$ cat src/rtl/frame_pkg.sv
// Shared types and constants for the frame dispatcher: EID width, length-byte
// markers and the dispatcher FSM state encoding.
package frame_pkg;

    localparam int EID_W = 8;

    localparam logic [EID_W-1:0] EID_EMPTY = 8'h00;
    localparam logic [EID_W-1:0] EID_FRAG  = 8'hFF;

    typedef enum logic [2:0] {
        IDLE   = 3'd0,
        ACK    = 3'd1,
        STREAM = 3'd2,
        DRAIN  = 3'd3,
        END    = 3'd4,
        WAIT   = 3'd5
    } state_t;

endpackage

$ cat src/rtl/frame_eid_match.sv
// Combinational priority match of a decoded EID against the per-handler
// configuration; the lowest enabled handler with an equal EID wins.
module frame_eid_match
    import frame_pkg::*;
#(
    parameter int NUM_HANDLERS = 4,
    parameter int SEL_W        = 2
) (
    input  logic [NUM_HANDLERS*EID_W-1:0] cfg_eid,
    input  logic [NUM_HANDLERS-1:0]       cfg_en,
    input  logic [EID_W-1:0]              eid,
    output logic [SEL_W-1:0]              sel,
    output logic                          hit
);

    // Scan from the top down so a lower index overrides any higher match
    always_comb begin
        sel = '0;
        hit = 1'b0;
        for (int i = NUM_HANDLERS - 1; i >= 0; i--) begin
            if (cfg_en[i] && (cfg_eid[i*EID_W +: EID_W] == eid)) begin
                sel = SEL_W'(i);
                hit = 1'b1;
            end else begin
                sel = sel;
                hit = hit;
            end
        end
    end

endmodule

$ cat src/rtl/frame_dispatcher.sv
// Sequences the header decoder and routes each frame payload to one of
// NUM_HANDLERS consumers, tracking fragment chains and stall aborts per handler.
module frame_dispatcher
    import frame_pkg::*;
#(
    parameter int NUM_HANDLERS = 4,
    parameter int STALL_LIMIT  = 255,
    parameter int CNT_W        = 16
) (
    input  logic                          clk,
    input  logic                          rst,
    input  logic                          in_frame_valid,
    input  logic [7:0]                    in_frame_data,
    input  logic                          in_frame_data_valid,
    input  logic [EID_W-1:0]              header_eid,
    input  logic                          header_done,
    input  logic                          packet_is_empty,
    input  logic                          is_fragment,
    output logic                          header_done_clear,
    output logic                          frame_data_latch,
    input  logic [NUM_HANDLERS*EID_W-1:0] cfg_eid,
    input  logic [NUM_HANDLERS-1:0]       cfg_en,
    output logic [7:0]                    h_data,
    output logic [NUM_HANDLERS-1:0]       h_valid,
    input  logic [NUM_HANDLERS-1:0]       h_ready,
    output logic [NUM_HANDLERS-1:0]       h_sof,
    output logic [NUM_HANDLERS-1:0]       h_end,
    output logic                          h_end_frag,
    output logic [NUM_HANDLERS-1:0]       h_abort,
    output logic [CNT_W-1:0]              drop_count,
    output logic [CNT_W-1:0]              abort_count
);

    localparam int SEL_W   = (NUM_HANDLERS > 1) ? $clog2(NUM_HANDLERS) : 1;
    localparam int STALL_W = $clog2(STALL_LIMIT + 1);

    state_t                  state_r, state_s;
    logic [SEL_W-1:0]        match_sel_s, sel_r;
    logic                    match_hit_s, hit_r, empty_r, frag_r;
    logic [NUM_HANDLERS-1:0] frag_open_r;
    logic                    first_sent_r;
    logic [STALL_W-1:0]      stall_cnt_r;
    logic [CNT_W-1:0]        drop_count_r, abort_count_r;
    logic                    clear_s, end_s, abort_s, drop_inc_s, stalled_s, accept_s;
    logic                    header_done_clear_r, h_end_frag_r;
    logic [NUM_HANDLERS-1:0] h_end_r, h_abort_r;

    frame_eid_match #(
        .NUM_HANDLERS (NUM_HANDLERS),
        .SEL_W        (SEL_W)
    ) u_match (
        .cfg_eid (cfg_eid),
        .cfg_en  (cfg_en),
        .eid     (header_eid),
        .sel     (match_sel_s),
        .hit     (match_hit_s)
    );

    // Next-state and payload-phase outputs; data path is a zero-latency pass-through
    always_comb begin
        state_s          = state_r;
        h_data           = 8'h00;
        h_valid          = '0;
        h_sof            = '0;
        frame_data_latch = 1'b0;
        clear_s          = 1'b0;
        end_s            = 1'b0;
        abort_s          = 1'b0;
        drop_inc_s       = 1'b0;
        stalled_s        = 1'b0;
        accept_s         = 1'b0;
        case (state_r)
            IDLE: begin
                if (header_done) begin
                    state_s = ACK;
                end else begin
                    state_s = IDLE;
                end
            end
            ACK: begin
                clear_s = 1'b1;
                if (!in_frame_valid) begin
                    state_s = END;
                end else if (empty_r) begin
                    state_s = WAIT;
                end else if (!hit_r) begin
                    state_s    = DRAIN;
                    drop_inc_s = 1'b1;
                end else begin
                    state_s = STREAM;
                end
            end
            STREAM: begin
                h_data           = in_frame_data;
                h_valid[sel_r]   = in_frame_data_valid;
                h_sof[sel_r]     = in_frame_data_valid & ~frag_open_r[sel_r] & ~first_sent_r;
                accept_s         = in_frame_data_valid & h_ready[sel_r];
                stalled_s        = in_frame_data_valid & ~h_ready[sel_r];
                frame_data_latch = accept_s;
                if (stall_cnt_r == STALL_W'(STALL_LIMIT)) begin
                    abort_s = 1'b1;
                    state_s = DRAIN;
                end else if (!in_frame_valid) begin
                    state_s = END;
                end else begin
                    state_s = STREAM;
                end
            end
            DRAIN: begin
                frame_data_latch = in_frame_data_valid;
                if (!in_frame_valid) begin
                    state_s = IDLE;
                end else begin
                    state_s = DRAIN;
                end
            end
            END: begin
                // Empty and unmatched frames can land here when the frame ends during ACK
                end_s   = hit_r & ~empty_r;
                state_s = IDLE;
            end
            WAIT: begin
                if (!in_frame_valid) begin
                    state_s = IDLE;
                end else begin
                    state_s = WAIT;
                end
            end
            default: begin
                state_s = IDLE;
            end
        endcase
    end

    // FSM state, per-frame header context, chain tracking and stall counter
    always_ff @(posedge clk) begin
        if (rst) begin
            state_r      <= IDLE;
            sel_r        <= '0;
            hit_r        <= 1'b0;
            empty_r      <= 1'b0;
            frag_r       <= 1'b0;
            frag_open_r  <= '0;
            first_sent_r <= 1'b0;
            stall_cnt_r  <= '0;
        end else begin
            state_r <= state_s;
            if ((state_r == IDLE) && header_done) begin
                sel_r   <= match_sel_s;
                hit_r   <= match_hit_s;
                empty_r <= packet_is_empty;
                frag_r  <= is_fragment;
            end
            if (state_r == ACK) begin
                first_sent_r <= 1'b0;
            end else if (accept_s) begin
                first_sent_r <= 1'b1;
            end
            if (stalled_s && !abort_s) begin
                stall_cnt_r <= stall_cnt_r + STALL_W'(1);
            end else begin
                stall_cnt_r <= '0;
            end
            if (abort_s) begin
                frag_open_r[sel_r] <= 1'b0;
            end else if (end_s) begin
                frag_open_r[sel_r] <= frag_r;
            end
        end
    end

    // Registered pulse outputs and saturating statistics counters
    always_ff @(posedge clk) begin
        if (rst) begin
            header_done_clear_r <= 1'b0;
            h_end_r             <= '0;
            h_end_frag_r        <= 1'b0;
            h_abort_r           <= '0;
            drop_count_r        <= '0;
            abort_count_r       <= '0;
        end else begin
            header_done_clear_r <= clear_s;
            h_end_r             <= '0;
            h_abort_r           <= '0;
            h_end_frag_r        <= end_s & frag_r;
            if (end_s) begin
                h_end_r[sel_r] <= 1'b1;
            end
            if (abort_s) begin
                h_abort_r[sel_r] <= 1'b1;
            end
            if (drop_inc_s && (drop_count_r != {CNT_W{1'b1}})) begin
                drop_count_r <= drop_count_r + CNT_W'(1);
            end
            if (abort_s && (abort_count_r != {CNT_W{1'b1}})) begin
                abort_count_r <= abort_count_r + CNT_W'(1);
            end
        end
    end

    assign header_done_clear = header_done_clear_r;
    assign h_end             = h_end_r;
    assign h_end_frag        = h_end_frag_r;
    assign h_abort           = h_abort_r;
    assign drop_count        = drop_count_r;
    assign abort_count       = abort_count_r;

endmodule
$ cat config.mk
export PLATFORM = sky130hd
export DESIGN_NAME = frame_dispatcher
export DESIGN_NICKNAME = d
export VERILOG_FILES = /design/src/rtl/frame_pkg.sv /design/src/rtl/frame_eid_match.sv /design/src/rtl/frame_dispatcher.sv
export SDC_FILE = /design/constraint.sdc
export NUM_CORES = 1
export LEC_CHECK = 0
export CORE_AREA = 2 2 94 96
export CTS_CLUSTER_SIZE = 10
export DETAILED_ROUTE_END_ITERATION = 10
export DIE_AREA = 0 0 96 98
export PLACE_DENSITY_LB_ADDON = 0.05
export SLEW_MARGIN = 20
export SYNTH_ARGS = -nofsm -noshare
export SYNTH_HDL_FRONTEND = slang
export SYNTH_SLANG_ARGS = --single-unit
$ cat constraint.sdc
create_clock -name clk -period 2 [get_ports clk]
set_clock_uncertainty 0.2 [all_clocks]
set_input_delay 0.4 -clock clk [delete_from_list [all_inputs] [get_ports clk]]
set_output_delay 0.4 -clock clk [all_outputs]
set_load 0.01 [all_outputs]
==> results by group, run 1 <==
Outcome
  • Outcome: complete, but fails checks
  • Failing checks: setup timing

Route
  • Met3 wire len: 600 um
  • Vias per cell: 5.01
  • Top Metal Used: met4
  • Total wire length: 10000 um
  • WL met2: 4990 um
  • Antenna violation net count after detailed routing: 0
  • Post-DR wirelength/cell: 14.4 um
  • Drt pass-1 iters: 4
  • M1 WL: 4290 um
  • Starting DRC count in detailed routing: 113
  • Remaining DRCs: 0
  • Vias: 3497

Logic synthesis
  • Area share of fa/ha/maj cells after synthesis: 1.12%
  • Synthesis warning total: 0
  • Synth Area in Simple Gates: 32.7%
  • Synthesized area: 3360 um^2
  • Post-synthesis sequential element count: 63
  • Synth Area in Compound Gates: 7.49%
  • Post-Syn Nets: 455
  • Mux share of post-synthesis cell area: 2.57%
  • Synth Area in XOR/XNOR: 16.2%
  • Largest family of logic cells by synthesized area: simple AND/OR/NAND/NOR gates
  • Synthesized area per cell: 8.63 um^2
  • Syn Inst Count: 389
  • Post-synth ARST share: 0%
  • Sequential fraction of the synthesis area: 37.6%
  • Number of flops mapped to enable cells by yosys: 0
  • Top_reg_cell synth: dfxtp_1
  • Unique cell type count in the Yosys netlist: 53

Setup path
  • R2r setup slk: -0.22 ns
  • Crit Path Max Fanout: 2
  • CP startpoint kind: flip-flop
  • Required @ worst endpoint: 1.40 ns
  • Critical path class: reg2out
  • Reg2reg end: drop_count[9]
  • R2r worst-path depth: 7
  • CP peak stage delay: 0.50 ns
  • Worst path cell trace: mux4_2, or3_4, buf_4, nor2_4, buf_6
  • Worst EP arrival: 1.85 ns
  • Crit Reg-Reg Startpoint: state_r[2]
  • CP max-delay cell: mux4_2
  • Setup crit end kind: primary output

Clocking
  • CTS tree: yes
  • CTS buffer count: 9
  • Clk sinks: 63
  • Clock Latency Late Sink: 0.34 ns
  • Root buf cell: clkbuf_8
  • Clk slew on worst S/H paths: 0.07 ns
  • # H-tree levels: 3
  • Clock Path Buffers: 2
  • Cts hold-fix bufs: 0

STA
  • Setup tns final: -3.70 ns
  • Period minus WS final: 2.45 ns
  • Worst-Margin Slew: 0.391 ns
  • Fmax: 0.408 GHz
  • Fin crit share: 123%
  • Hold slack final: 0.292 ns
  • Slew HR: 73.8%
  • Fin. max-slew vios: 0
  • PnR worst setup slack: -0.453 ns
  • Setup violations, final: 28
  • RSZ-0062 raised after global routing: true
  • Count of final hold-check violations: 0

GRT
  • Largest net degree at the start of global routing: 17
  • GRT Total Usage: 21.0%
  • Number of global-route vias before repair: 3392
  • Grt ovf: 0
  • Global-route wire length before repair: 15700 um
  • Initial antenna violation count: 1

Finish
  • Area Growth Syn to Fin: 75.4%
  • FILL cells: 701
  • Register area: 1290 um^2
  • Commonest non-fill, non-tap cell in the layout: clkdlybuf4s50_1
  • Final nets: 651
  • Area occupied by multi-input gates: 2380 um^2
  • Layout cells sized above 1: 33.4%
  • Most frequent cells in the layout: 94 x clkdlybuf4s50_1, 64 x buf_4, 57 x nor2_1
  • Final Instance Area: 5890 um^2
  • Inserted Diodes: 0

Job
  • Max cap viols: 0

Placement
  • Placed inst area: 5200 um^2
  • Post-DP HPWL: 7160 um
  • IO Port Bufs: 121
  • RePlAce Congestion: 0.774

Power
  • Pwr Total: 0.00277 W
  • Logic pwr share: 16.2%
  • Pint: 0.00209 W
  • Sw Share: 24.7%
  • Pwr/cell area: 471 nW/um^2
  • Leak pwr: 2.30 nW
  • Worst-case vdd ir drop: 388 uV
  • NetSw: 0.000684 W
  • Clk network pwr share: 37.7%
  • Sequential share of power: 46.1%

Hold path
  • Hold path startpoint: frag_open_r[0]
  • Hold Path Sink: frag_open_r[0]
  • Worst hold stages: 2
  • Worst Hold Class: reg2reg

Floorplanning
  • Vert. Die Dim: 98 um
  • Initial Util: 39.6%
  • CORE AREA: 8470 um^2
  • # IOs: 122
  • Die width: 96 um
  • Num rows: 34
  • Die area: 9410 um^2
-- state kept, by name, summed over array words and instances (netlist names) --
name	count
hit_r	1
state_r	3
frag_r	1
h_end_frag	1
drop_count	16
abort_count	16
h_end	4
frag_open_r	4
stall_cnt_r	8
first_sent_r	1
sel_r	2
header_done_clear	1
h_abort	4
empty_r	1
-- power by group through the flow --
stage               combinational, W  clock [W]  sequential (W)
global route                0.000486    0.00112         0.00128
global placement            0.000388          0         0.00130
finish                      0.000450    0.00104         0.00128
CTS                         0.000427    0.00106         0.00128
floorplan                   0.000170          0         0.00131
detailed placement          0.000392          0         0.00130
-- cell type report --
class | instances | area share, %
clock buffers | 13 | 2.87
well taps | 108 | 2.30
repair buffers | 199 | 31.7
multi-input cells | 306 | 40.5
clock inverters | 3 | 0.298
inverters | 6 | 0.383
flip-flops and latches | 63 | 21.9
-- per-layer routing --
layer / track usage (%) / vias up
li1: - / 1748
met1: 26.5 / 1636
met5: 0 / -
met3: 5.63 / 14
met2: 33.5 / 99
met4: 8.46 / 0
-- synthesized netlist by cell type (all sizes together) (5+ instances only) --
cell    instances  area share (%)
a211oi          6             1.5
a21oi          13             1.9
and2           11             2.1
and3            5            0.93
clkbuf         10             1.1
dfxtp          63              38
inv             6            0.67
nand2          18             2.0
nand2b          7             1.3
nand3          20             3.0
nand4          13             2.6
nor2           67             7.5
nor3           16             2.4
nor4           12             4.3
o21ai           7             1.0
or3             7             1.3
xnor2          47              12
xor2           15             3.9
-- worst max-delay path: cells and delay by family, from the launching register on --
kind,cells,cell delay [ns]
muxes,1,0.50
buffers and inverters,2,0.25
DFF,1,0.34
and+or+nand+nor,2,0.42
-- repair_timing --
item / CTS / global route
setup endpoints to repair: 40 / 68
buffers inserted: 16 / 7
hold endpoints to repair: 0 / 0
resized for setup: 106 / 67
pin swaps: 26 / 33
-- per-stage QoR --
step | setup slack (ns) | cells | utilization, %
2_1_floorplan | -0.0711 | 389 | -
4_1_cts | -0.530 | 694 | 66.0
6_report | -0.453 | 698 | 69.5
3_3_place_gp | -0.940 | 663 | 61.4
5_1_grt | -0.511 | 698 | 69.5
3_5_place_dp | -0.938 | 663 | 61.4
-- how the worst max path moves through the flow --
stage               slack (ns)  endpoint  cells after the start                 from
floorplan                -0.07  h_sof[0]                      5           state_r[2]
global placement         -0.94  h_sof[0]                      6  in_frame_data_valid
detailed placement       -0.94  h_sof[0]                      6  in_frame_data_valid
CTS                      -0.53  h_sof[3]                      5             sel_r[0]
global route             -0.51  h_sof[1]                      5             sel_r[0]
finish                   -0.45  h_sof[2]                      5             sel_r[0]
-- logic make-up (layout without fill, tap and decap cells) --
group	count (synthesis)	after routing
compound gates	38	38
xor+xnor	62	62
simple gates	197	197
flops	63	63
buf+inv	20	221
mux	6	6
fa+ha+maj	3	3
(Power assumes the default switching activity.)
==> inputs of run 2 (changes only) <==
Settings changed: SLEW_MARGIN 20 to unset.
==> results of run 2 <==
No change in the layout: final DEF, timing and power equal those of run 1.
==> inputs of run 3 (changes only) <==
Settings changed: PLACE_DENSITY set to 0.75, PLACE_DENSITY_LB_ADDON 0.05 to unset.
==> run 3 against run 2 <==
Routed wire length is 11% higher. Core utilization is 3.2 points higher. Critical path type unchanged. The flow still finishes with violations (setup timing). Worst setup slack worse by 0.058 ns. Die area stayed put. Fmax is 2.3% lower. Cell count is 1.9% higher. Cell area is 4.6% higher. Global-route usage is 1.7 points higher. Non-clock buffer count is 13 higher. Highest routed layer unchanged. Worst hold slack worse by 0.027 ns. Critical endpoint is now h_sof[1].
==> results by group, run 3 (synthesis results as in run 1) <==
Outcome
  • Outcome: complete, but fails checks (unchanged)
  • Failing checks: setup timing (unchanged)

Power
  • Worst-case vdd ir drop: 386 uV (was 388 uV)
  • Logic pwr share: 18.3% (was 16.2%)
  • Pwr Total: 0.00278 W (was 0.00277 W)
  • Pwr/cell area: 452 nW/um^2 (was 471 nW/um^2)
  • NetSw: 0.000697 W (was 0.000684 W)
  • Sw Share: 25.0% (was 24.7%)
  • Clk network pwr share: 35.7% (was 37.7%)
  • Sequential share of power: 46.0% (was 46.1%)
  • Pint: 0.00209 W (about the same)
  • Leak pwr: 2.34 nW (was 2.30 nW)

Clocking
  • CTS tree: yes (unchanged)
  • Root buf cell: clkbuf_8 (unchanged)
  • Clock Latency Late Sink: 0.35 ns (was 0.34 ns)
  • Cts hold-fix bufs: 0 (unchanged)
  • Clock Path Buffers: 2 (unchanged)
  • Clk slew on worst S/H paths: 0.06 ns (was 0.07 ns)
  • # H-tree levels: 3 (unchanged)
  • CTS buffer count: 9 (unchanged)
  • Clk sinks: 63 (unchanged)

Placement
  • IO Port Bufs: 121 (unchanged)
  • Placed cell count: 656 (was 663)
  • RePlAce Congestion: 0.816 (was 0.774)
  • Post-DP HPWL: 7240 um (was 7160 um)
  • Pre-CTS worst setup slack: -0.941 ns (was -0.938 ns)

Floorplanning
  • Die area: 9410 um^2 (unchanged)
  • Die width: 96 um (unchanged)
  • CORE AREA: 8470 um^2 (unchanged)
  • Initial Util: 39.6% (unchanged)
  • # IOs: 122 (unchanged)
  • Vert. Die Dim: 98 um (unchanged)
  • Num rows: 34 (unchanged)

Setup path
  • Critical path class: reg2out (unchanged)
  • Worst path top cell family by delay: multiplexers (unchanged)
  • Worst path cell trace: mux4_2, or3_4, buf_6, nor2_4, buf_6 (was mux4_2, or3_4, buf_4, nor2_4, buf_6)
  • CP most frequent cell: buf_6
  • CP peak stage delay: 0.52 ns (was 0.50 ns)
  • Worst EP arrival: 1.91 ns (was 1.85 ns)
  • Required @ worst endpoint: 1.40 ns (about the same)
  • Setup crit end kind: primary output (unchanged)
  • Critical path buffers and inverters: 2 (unchanged)
  • R2r setup slk: -0.36 ns (was -0.22 ns)
  • CP max-delay cell: mux4_2 (unchanged)
  • CP startpoint kind: flip-flop (unchanged)
  • Crit Path Max Fanout: 3 (was 2)

GRT
  • Initial antenna violation count: 0 (was 1)
  • Global-route wire length before repair: 16700 um (was 15700 um)
  • GRT Total Usage: 22.7% (was 21.0%)
  • Largest net degree at the start of global routing: 31 (was 17)
  • Number of global-route vias before repair: 3659 (was 3392)
  • Grt ovf: 0 (unchanged)

Route
  • Antenna violation net count after detailed routing: 0 (unchanged)
  • Drt pass-1 iters: 4 (unchanged)
  • Vias: 3642 (was 3497)
  • Vias per cell: 5.12 (was 5.01)
  • Starting DRC count in detailed routing: 148 (was 113)
  • Remaining DRCs: 0 (unchanged)
  • Post-DR wirelength/cell: 15.7 um (was 14.4 um)
  • Total wire length: 11200 um (was 10000 um)

STA
  • Count of final hold-check violations: 0 (unchanged)
  • Setup violations, final: 63 (was 28)
  • Worst-Margin Slew: 0.403 ns (was 0.391 ns)
  • PnR worst setup slack: -0.512 ns (was -0.453 ns)
  • RSZ-0062 raised after global routing: true (unchanged)
  • Period minus WS final: 2.51 ns (was 2.45 ns)
  • Fin. max-slew vios: 0 (unchanged)
  • Fmax: 0.398 GHz (was 0.408 GHz)
  • Fin crit share: 126% (was 123%)
  • Slew HR: 73.1% (was 73.8%)

Finish
  • Non-filler cells, final: 711 (was 698)
  • Most frequent cells in the layout: 98 x clkdlybuf4s50_1, 56 x buf_4, 54 x nor2_1 (was 94 x clkdlybuf4s50_1, 64 x buf_4, 57 x nor2_1)
  • Layout cells sized above 1: 37.3% (was 33.4%)
  • Commonest non-fill, non-tap cell in the layout: clkdlybuf4s50_1 (unchanged)
  • Inserted Diodes: 0 (unchanged)
  • Final nets: 665 (was 651)
  • Area Growth Syn to Fin: 83.5% (was 75.4%)
  • Finished Core Util: 72.7% (was 69.5%)

Job
  • Max cap viols: 0 (unchanged)

Hold path
  • Worst Hold Class: reg2reg (unchanged)
-- run 3: cell types whose count changed in the layout (fill, tap and decap cells not counted), sizes merged --
cell	delta
buf	+13
nand4	+1
clkdlybuf4s50	+4
clkbuf	+1
clkinvlp	-1
dlymetal6s2s	-4
clkinv	-1
-- run 3: stage by stage --
step	hold WS, ns	instance area (um^2)	setup TNS, ns
after floorplan	0.226	3480	-0.369
after global placement	0.260	5150	-17.86
after detailed placement	0.277	5150	-19.38
after CTS	0.285	5700	-7.58
after global routing	0.294	6160	-17.13
final	0.265	6160	-12.01
-- run 3: worst paths after layout --
check	from	end	cells past startpoint
worst max-delay path	sel_r[0]	h_sof[1]	5
worst min-delay path	frag_open_r[3]	frag_open_r[3]	2
worst max register to register	state_r[1]	drop_count[9]	9
worst min register to register	frag_open_r[3]	frag_open_r[3]	2
-- run 3: power by group through the flow --
stage	clock (W)	combinational, W	sequential (W)
after floorplan	0	0.000170	0.00131
final	0.000995	0.000510	0.00128
after CTS	0.00101	0.000450	0.00128
after detailed placement	0	0.000397	0.00130
after global routing	0.00107	0.000545	0.00128
after global placement	0	0.000387	0.00131
-- run 3: worst min-delay path, stage by stage (launching register included) --
cell     delay [ns]
dfxtp_1        0.32
o21ai_2        0.05
a21oi_1        0.05
-- run 3: cell type report --
| class | count | area, um^2 |
|---|---|---|
| well taps | 108 | 135 |
| repair buffers | 212 | 2040 |
| clock buffers | 14 | 163 |
| flip-flops and latches | 63 | 1290 |
| fillers | 566 | 2310 |
| multi-input cells | 307 | 2500 |
| inverters | 6 | 22.5 |
| clock inverters | 1 | 5.00 |
-- run 3: what timing repair did --
item	CTS	global route
buffers inserted	24	19
endpoints found under the hold margin	0	0
cloned	1	0
pin swaps	39	39
gates resized for setup	127	88
setup endpoints to repair	47	72
-- run 3: per-layer routing --
layer	GRT usage, %	wire, um
met2	41.7	6100
met3	5.40	675
met4	8.02	212
met5	0	0
met1	24.8	4180
